===== config.mk =====
export PLATFORM = sky130hd
export DESIGN_NAME = dsa_nn_core
export DESIGN_NICKNAME = d
export VERILOG_FILES = /design/src/rtl/dsa_nn_core.sv
export SDC_FILE = /design/constraint.sdc
export NUM_CORES = 2
export LEC_CHECK = 0
export CORE_UTILIZATION = 40
export DETAILED_ROUTE_END_ITERATION = 8
export GPL_TIMING_DRIVEN = 1
export SLEW_MARGIN = 20
export SYNTH_ARGS = -nofsm -noshare
export SYNTH_HDL_FRONTEND = slang
export SYNTH_SLANG_ARGS = --single-unit

===== constraint.sdc =====
create_clock -name clk -period 34.7 [get_ports clk]
set_input_delay 8.675 -clock clk [delete_from_list [all_inputs] [get_ports clk]]
set_output_delay 8.675 -clock clk [all_outputs]
set_load 0.05 [all_outputs]

===== src/rtl/dsa_nn_core.sv =====
`default_nettype none
// ============================================================================
// dsa_nn_core : nearest-neighbour downscale core. Walks the input BRAM with a
//               Q8.8 step and packs output pixels little-endian into 32-bit words.
// Option      : define DSA_CORE_ROW_PAD_EN to start every output row word-aligned.
// Revision    : 1.0
// ============================================================================
module dsa_nn_core #(
  parameter int PIX_W          = 8,
  parameter int IN_ADDR_WIDTH  = 18,
  parameter int OUT_ADDR_WIDTH = 18
) (
  input  logic                      clk,
  input  logic                      rst,
  input  logic                      start_i,
  input  logic [15:0]               img_w_i,
  input  logic [15:0]               img_h_i,
  input  logic [15:0]               scale_q8_8_i,
  input  logic [1:0]                mode_i,
  output logic                      busy_o,
  output logic                      done_o,
  output logic                      error_o,
  output logic [IN_ADDR_WIDTH-1:0]  in_addr_o,
  input  logic [31:0]               in_rdata_i,
  output logic [OUT_ADDR_WIDTH-1:0] out_addr_o,
  output logic [31:0]               out_wdata_o,
  output logic                      out_we_o,
  output logic                      pix_valid_o,
  output logic [15:0]               out_w_o,
  output logic [15:0]               out_h_o
);

  localparam int unsigned c_ppw     = 32 / PIX_W;
  localparam int          c_pkw     = (c_ppw > 1) ? $clog2(c_ppw) : 1;
  localparam logic [63:0] c_max_pix = 64'(c_ppw) << IN_ADDR_WIDTH;

  typedef enum logic [2:0] {
    S_IDLE  = 3'd0,
    S_CHECK = 3'd1,
    S_ROW   = 3'd2,
    S_RD    = 3'd3,
    S_CAP   = 3'd4,
    S_FLUSH = 3'd5,
    S_DONE  = 3'd6
  } state_t;

  state_t state_q, state_d;

  logic [15:0]               img_w_q, img_h_q, scale_q;
  logic [1:0]                mode_q;
  logic                      reject_q;
  logic [24:0]               x_acc_q, y_acc_q;
  logic [31:0]               row_base_q;
  logic [c_pkw-1:0]          lane_q, pk_q;
  logic [31:0]               pack_q;
  logic [OUT_ADDR_WIDTH-1:0] wa_q;
  logic [15:0]               ox_q, oy_q;

  logic                      busy_q, done_q, error_q, out_we_q;
  logic [IN_ADDR_WIDTH-1:0]  in_addr_q;
  logic [OUT_ADDR_WIDTH-1:0] out_addr_q;
  logic [31:0]               out_wdata_q;
  logic [15:0]               out_w_q, out_h_q;

  // Accumulators carry one guard bit so the step past the last column cannot wrap.
  logic [16:0]      w_sy, w_sx, w_sx_nxt;
  logic [24:0]      w_x_nxt;
  logic [31:0]      w_area, w_row_prod, w_idx_nxt;
  logic             w_reject, w_row_over, w_col_over;
  logic [PIX_W-1:0] w_pix;
  logic [31:0]      w_pack_ins;

  assign w_sy       = y_acc_q[24:8];
  assign w_sx       = x_acc_q[24:8];
  assign w_x_nxt    = x_acc_q + {9'b0, scale_q};
  assign w_sx_nxt   = w_x_nxt[24:8];
  assign w_area     = {16'b0, img_w_q} * {16'b0, img_h_q};
  assign w_row_prod = {16'b0, w_sy[15:0]} * {16'b0, img_w_q};
  assign w_idx_nxt  = row_base_q + {15'b0, w_sx_nxt};
  assign w_row_over = (w_sy >= {1'b0, img_h_q});
  assign w_col_over = (w_sx >= {1'b0, img_w_q});
  assign w_reject   = (img_w_q == 16'd0) || (img_h_q == 16'd0) || (scale_q < 16'h0100) ||
                      (mode_q != 2'b00) || ({32'b0, w_area} > c_max_pix);
  assign w_pix      = PIX_W'(in_rdata_i >> (lane_q * PIX_W));
  assign w_pack_ins = pack_q | (32'(w_pix) << (pk_q * PIX_W));

  always_ff @(posedge clk or posedge rst) begin
    if (rst) state_q <= S_IDLE;
    else     state_q <= state_d;
  end

  always_comb begin
    state_d = state_q;
    case (state_q)
      S_IDLE:  if (start_i) state_d = S_CHECK;
      S_CHECK: state_d = w_reject ? S_DONE : S_ROW;
      S_ROW:   state_d = w_row_over ? S_FLUSH : S_RD;
      S_RD:    state_d = w_col_over ? S_ROW : S_CAP;
      S_CAP:   state_d = S_RD;
      S_FLUSH: state_d = S_DONE;
      S_DONE:  state_d = S_IDLE;
      default: state_d = S_IDLE;
    endcase
  end

  always_ff @(posedge clk or posedge rst) begin
    if (rst) begin
      img_w_q     <= '0;
      img_h_q     <= '0;
      scale_q     <= '0;
      mode_q      <= '0;
      reject_q    <= 1'b0;
      x_acc_q     <= '0;
      y_acc_q     <= '0;
      row_base_q  <= '0;
      lane_q      <= '0;
      pk_q        <= '0;
      pack_q      <= '0;
      wa_q        <= '0;
      ox_q        <= '0;
      oy_q        <= '0;
      busy_q      <= 1'b0;
      done_q      <= 1'b0;
      error_q     <= 1'b0;
      out_we_q    <= 1'b0;
      in_addr_q   <= '0;
      out_addr_q  <= '0;
      out_wdata_q <= '0;
      out_w_q     <= '0;
      out_h_q     <= '0;
    end else begin
      out_we_q <= 1'b0;
      done_q   <= 1'b0;
      if (done_q) busy_q <= 1'b0;
      case (state_q)
        S_IDLE: begin
          if (start_i) begin
            img_w_q <= img_w_i;
            img_h_q <= img_h_i;
            scale_q <= scale_q8_8_i;
            mode_q  <= mode_i;
            error_q <= 1'b0;
            busy_q  <= 1'b1;
            out_w_q <= '0;
            out_h_q <= '0;
          end
        end
        S_CHECK: begin
          reject_q <= w_reject;
          y_acc_q  <= '0;
          oy_q     <= '0;
          wa_q     <= '0;
          pk_q     <= '0;
          pack_q   <= '0;
        end
        S_ROW: begin
          // The first address of the row is issued here so RD already sees it on the bus.
          if (!w_row_over) begin
            row_base_q <= w_row_prod;
            x_acc_q    <= '0;
            ox_q       <= '0;
            in_addr_q  <= IN_ADDR_WIDTH'(w_row_prod / c_ppw);
            lane_q     <= c_pkw'(w_row_prod % c_ppw);
          end
        end
        S_RD: begin
          if (w_col_over) begin
            y_acc_q <= y_acc_q + {9'b0, scale_q};
            oy_q    <= oy_q + 16'd1;
            if (oy_q == 16'd0) out_w_q <= ox_q;
`ifdef DSA_CORE_ROW_PAD_EN
            if (pk_q != '0) begin
              out_we_q    <= 1'b1;
              out_addr_q  <= wa_q;
              out_wdata_q <= pack_q;
              wa_q        <= wa_q + OUT_ADDR_WIDTH'(1);
              pk_q        <= '0;
              pack_q      <= '0;
            end
`endif
          end
        end
        S_CAP: begin
          x_acc_q <= w_x_nxt;
          ox_q    <= ox_q + 16'd1;
          if (w_sx_nxt < {1'b0, img_w_q}) begin
            in_addr_q <= IN_ADDR_WIDTH'(w_idx_nxt / c_ppw);
            lane_q    <= c_pkw'(w_idx_nxt % c_ppw);
          end
          if (pk_q == c_pkw'(c_ppw - 1)) begin
            out_we_q    <= 1'b1;
            out_addr_q  <= wa_q;
            out_wdata_q <= w_pack_ins;
            wa_q        <= wa_q + OUT_ADDR_WIDTH'(1);
            pk_q        <= '0;
            pack_q      <= '0;
          end else begin
            pack_q <= w_pack_ins;
            pk_q   <= pk_q + c_pkw'(1);
          end
        end
        S_FLUSH: begin
          if (pk_q != '0) begin
            out_we_q    <= 1'b1;
            out_addr_q  <= wa_q;
            out_wdata_q <= pack_q;
            wa_q        <= wa_q + OUT_ADDR_WIDTH'(1);
            pk_q        <= '0;
            pack_q      <= '0;
          end
          out_h_q <= oy_q;
        end
        S_DONE: begin
          done_q  <= 1'b1;
          error_q <= reject_q;
        end
        default: ;
      endcase
    end
  end

  assign busy_o      = busy_q;
  assign done_o      = done_q;
  assign error_o     = error_q;
  assign in_addr_o   = in_addr_q;
  assign out_addr_o  = out_addr_q;
  assign out_wdata_o = out_wdata_q;
  assign out_we_o    = out_we_q;
  assign pix_valid_o = (state_q == S_CAP);
  assign out_w_o     = out_w_q;
  assign out_h_o     = out_h_q;

endmodule
`default_nettype wire


==> impl_metrics.toml <==
[yosys]
ys_seq_area_share_pct = 25.3
synth_simple_gate_area_share_pct = 15.0
yosys-mux-area-fraction_pct = 4.53
syn-instance-count = 3399
synth_commonest_cells = "sky130_fd_sc_hd__nand2_1 (483), sky130_fd_sc_hd__inv_1 (461), sky130_fd_sc_hd__fa_1 (328)"
synth_top_family_by_area = "adder cells"
post_synth_instance_area_um2 = 31000
synthFlopType = "sky130_fd_sc_hd__dfrtp_1"
synth_area_per_cell_um2 = 9.13
post_synth_num_cell_types = 93
synth.largest_area_cell = "sky130_fd_sc_hd__dfrtp_1"
yosys.cell_count.top_type = "sky130_fd_sc_hd__nand2_1"
yosysTopAreaCellShare_pct = 25.3
post_synth_xor_area_fraction_pct = 3.30
postSynthNetCount = 4075
netlist_top_cells_area = "sky130_fd_sc_hd__dfrtp_1 (25%), sky130_fd_sc_hd__fa_1 (21%), sky130_fd_sc_hd__ha_1 (11%)"
synth_edf_count = 0
synth-compound-area-share_pct = 12.3
synth-adder-area-share_pct = 31.7
number_of_register_bits_inferred_by_synthesis = 314
synthArstFlopShare_pct = 100
yosysWarnings = 0

[clock_network]
cts.repair.resized = 0
clkSinkCount = 314
cts_setup_buffers = 0
numCtsBuffers = 40
clock_path_buffers = 3
worst_setup_hold_path_clk_slew_ps = 60
h-tree-depth = 2
clock-root-buffer = "sky130_fd_sc_hd__clkbuf_16"
hold_buffers = 0
insertion_delay_ps = 570
tritoncts = "done"

[finish]
filler_cell_count = 7335
multi_input_comb_area_um2 = 20800
finish.cell_count_without_fillers = 4577
final_util_pct = 46.3
layout-drive-gt1-share_pct = 6.40
synthToLayoutAreaGrowth_pct = 13.8
final-seq-area_um2 = 7860
num-nets-final = 4192
antennaDiodeCount = 0

[placed_design]
post-place-cells = 4504
place_hpwl_mm = 65.2
gp_routability_congestion = 0.884
numPortBuffers = 189

[die]
full_die_area_um2 = 78700
io_pins = 190
core_region_area_um2 = 76300
die_h_um = 281
floorplan.initialDensity_pct = 40.7
die_width_um = 281
cell_row_count = 101

[route]
drcViolationCount = 0
wire_per_inst_um = 19.5
detail_route.iter0.violations = 1827
finalWirelength_mm = 89.4
drt_pass1_iterations = 5
ant_nets = 0
vias_per_cell = 5.34
vias = 24400

[setup_path]
setup.worst_path.end_class = "output port"
timing.critical_path.slowest_stage_cell = "sky130_fd_sc_hd__clkdlybuf4s50_1"
critical_path.startpoint_type = "register"
critPathMaxStageDelay_ps = 880
crit_chain = "nor2b_1 > nand2b_4 > inv_1 > buf_4 > clkdlybuf4s50_1"
worst_ep_arrival_time_ps = 3570
critical_path.max_fanout = 41
critical_path_required_ps = 26020
setup.worst_path.class = "register to output port"

[timing]
tightest_slew_ps = 1080
fmax_mhz = 81.7
final.period_utilization_pct = 35.3
rsz0062_at_grt = "no"
final.setup.tns_ps = 0
final-hold-violation-count = 0
setup_viol = 0
fin_hold_ws_ps = 475
fin_worst_skew_ps = 15.1
max_slew_margin_pct = 27.7
finalMaxSlewViolations = 0
post-route-min-period_ps = 12240

[grt]
maximum_number_of_pins_on_one_net_before_global_route_repair = 182
antenna_found_initial = 1
grt_remaining_overflow = 0
grt_first_pass_wirelength_mm = 143
grt_pass1_vias = 24800
grt_usage_pct = 23.4

[worst_hold_path]
hold_path.class = "register to register"

[job]
drv.max_cap_violation_count = 0

[status]
status = "completed"
-- per-stage QoR --
stage | worst slack, ps | instance area [µm²]
after floorplan | 17340 | 31000
after global placement | 23150 | 33900
after detailed placement | 23060 | 33900
after CTS | 22440 | 35300
after global routing | 22210 | 35300
final | 22460 | 35300
-- sequential cells by signal, indices dropped and copies added, names as in the netlist, 3 cells and up --
name / count
out_addr_o: 18
scale_q: 16
state_q: 3
wa_q: 18
out_w_o: 16
y_acc_q: 25
oy_q: 16
out_h_o: 16
img_h_q: 16
x_acc_q: 25
ox_q: 16
pack_q: 32
out_wdata_o: 32
row_base_q: 20
in_addr_o: 18
img_w_q: 16
-- cells by family (layout without fill, tap and decap cells) --
group / Yosys count / count (layout)
flip-flops: 314 / 314
AND/OR/NAND/NOR: 1041 / 1041
adder cells (fa/ha/maj): 591 / 591
multiplexers: 114 / 114
XOR/XNOR: 116 / 116
AO/OA/AOI/OAI: 597 / 597
buffers and inverters: 626 / 774
-- layer usage --
layer / vias to the layer above / wire (µm) / GRT usage [%]
met5: - / 9 / 0
met4: 2 / 2370 / 6.47
met3: 151 / 6620 / 4.84
met2: 763 / 40400 / 36.6
met1: 12100 / 40000 / 32.7
li1: 11400 / - / -
-- critical path: cells and delay by family (launching register included) --
family                 cells  cell delay (ps)
DFF                        1              560
buffers and inverters      3             1550
and+or+nand+nor            2              860
-- cell usage in the layout, fill, tap and decap left out, types with 9 or more instances in the layout --
| cell | netlist | layout |
|---|---|---|
| sky130_fd_sc_hd__nand2_1 | 483 | 482 |
| sky130_fd_sc_hd__inv_1 | 461 | 460 |
| sky130_fd_sc_hd__fa_1 | 328 | 328 |
| sky130_fd_sc_hd__dfrtp_1 | 314 | 314 |
| sky130_fd_sc_hd__ha_1 | 263 | 263 |
| sky130_fd_sc_hd__nor2_1 | 255 | 253 |
| sky130_fd_sc_hd__clkdlybuf4s50_1 | 0 | 189 |
| sky130_fd_sc_hd__o21ai_0 | 157 | 157 |
| sky130_fd_sc_hd__a21oi_1 | 154 | 154 |
| sky130_fd_sc_hd__and2_1 | 80 | 80 |
| sky130_fd_sc_hd__xnor2_1 | 66 | 66 |
| sky130_fd_sc_hd__mux2_2 | 56 | 56 |
| sky130_fd_sc_hd__xor2_1 | 49 | 49 |
| sky130_fd_sc_hd__clkbuf_16 | 0 | 40 |
| sky130_fd_sc_hd__nand3_1 | 38 | 38 |
| sky130_fd_sc_hd__buf_4 | 3 | 35 |
| sky130_fd_sc_hd__a31oi_1 | 34 | 34 |
| sky130_fd_sc_hd__a21o_1 | 32 | 32 |
| sky130_fd_sc_hd__mux2i_1 | 31 | 31 |
| sky130_fd_sc_hd__o31ai_1 | 30 | 30 |
| sky130_fd_sc_hd__and3_1 | 30 | 29 |
| sky130_fd_sc_hd__nor3_1 | 25 | 25 |
| sky130_fd_sc_hd__o21a_1 | 22 | 22 |
| sky130_fd_sc_hd__a211oi_1 | 21 | 21 |
| sky130_fd_sc_hd__nand2b_1 | 21 | 20 |
| sky130_fd_sc_hd__a22o_1 | 20 | 20 |
| sky130_fd_sc_hd__nand4_1 | 19 | 19 |
| sky130_fd_sc_hd__mux2_4 | 19 | 19 |
| sky130_fd_sc_hd__or3_1 | 15 | 15 |
| sky130_fd_sc_hd__clkinv_1 | 15 | 15 |
| sky130_fd_sc_hd__o21ai_1 | 15 | 14 |
| sky130_fd_sc_hd__nor4_1 | 14 | 14 |
| sky130_fd_sc_hd__nor2b_1 | 13 | 13 |
| sky130_fd_sc_hd__or4_1 | 12 | 12 |
| sky130_fd_sc_hd__o22ai_1 | 11 | 11 |
| sky130_fd_sc_hd__o211ai_1 | 10 | 10 |
| sky130_fd_sc_hd__or2_2 | 9 | 9 |
| sky130_fd_sc_hd__clkbuf_1 | 121 | 9 |
-- final timing paths --
path                       slack, ps     startpoint  depth (start not counted)         endpoint
max reg2reg                    26830     img_w_q[8]                         23         reject_q
min in group asynchronous       8760            rst                          2  out_wdata_o[18]
min reg2reg                      480  out_addr_o[9]                          2    out_addr_o[9]
min                              480  out_addr_o[9]                          2    out_addr_o[9]
max                            22460     state_q[2]                          5      pix_valid_o
max in group asynchronous      24300            rst                          3         ox_q[12]
-- area by class of cell --
| type | instances | share of cell area [%] |
|---|---|---|
| clock buffer | 53 | 3.08 |
| clock inverter | 20 | 0.892 |
| inverter | 476 | 5.08 |
| multi-input combinational | 2459 | 58.9 |
| sequential | 314 | 22.2 |
| tap | 1030 | 3.65 |
| timing repair buffer | 225 | 6.15 |
Power is not shown: default switching activity piles up to over one toggle a cycle in this logic, so the estimate is an artifact.
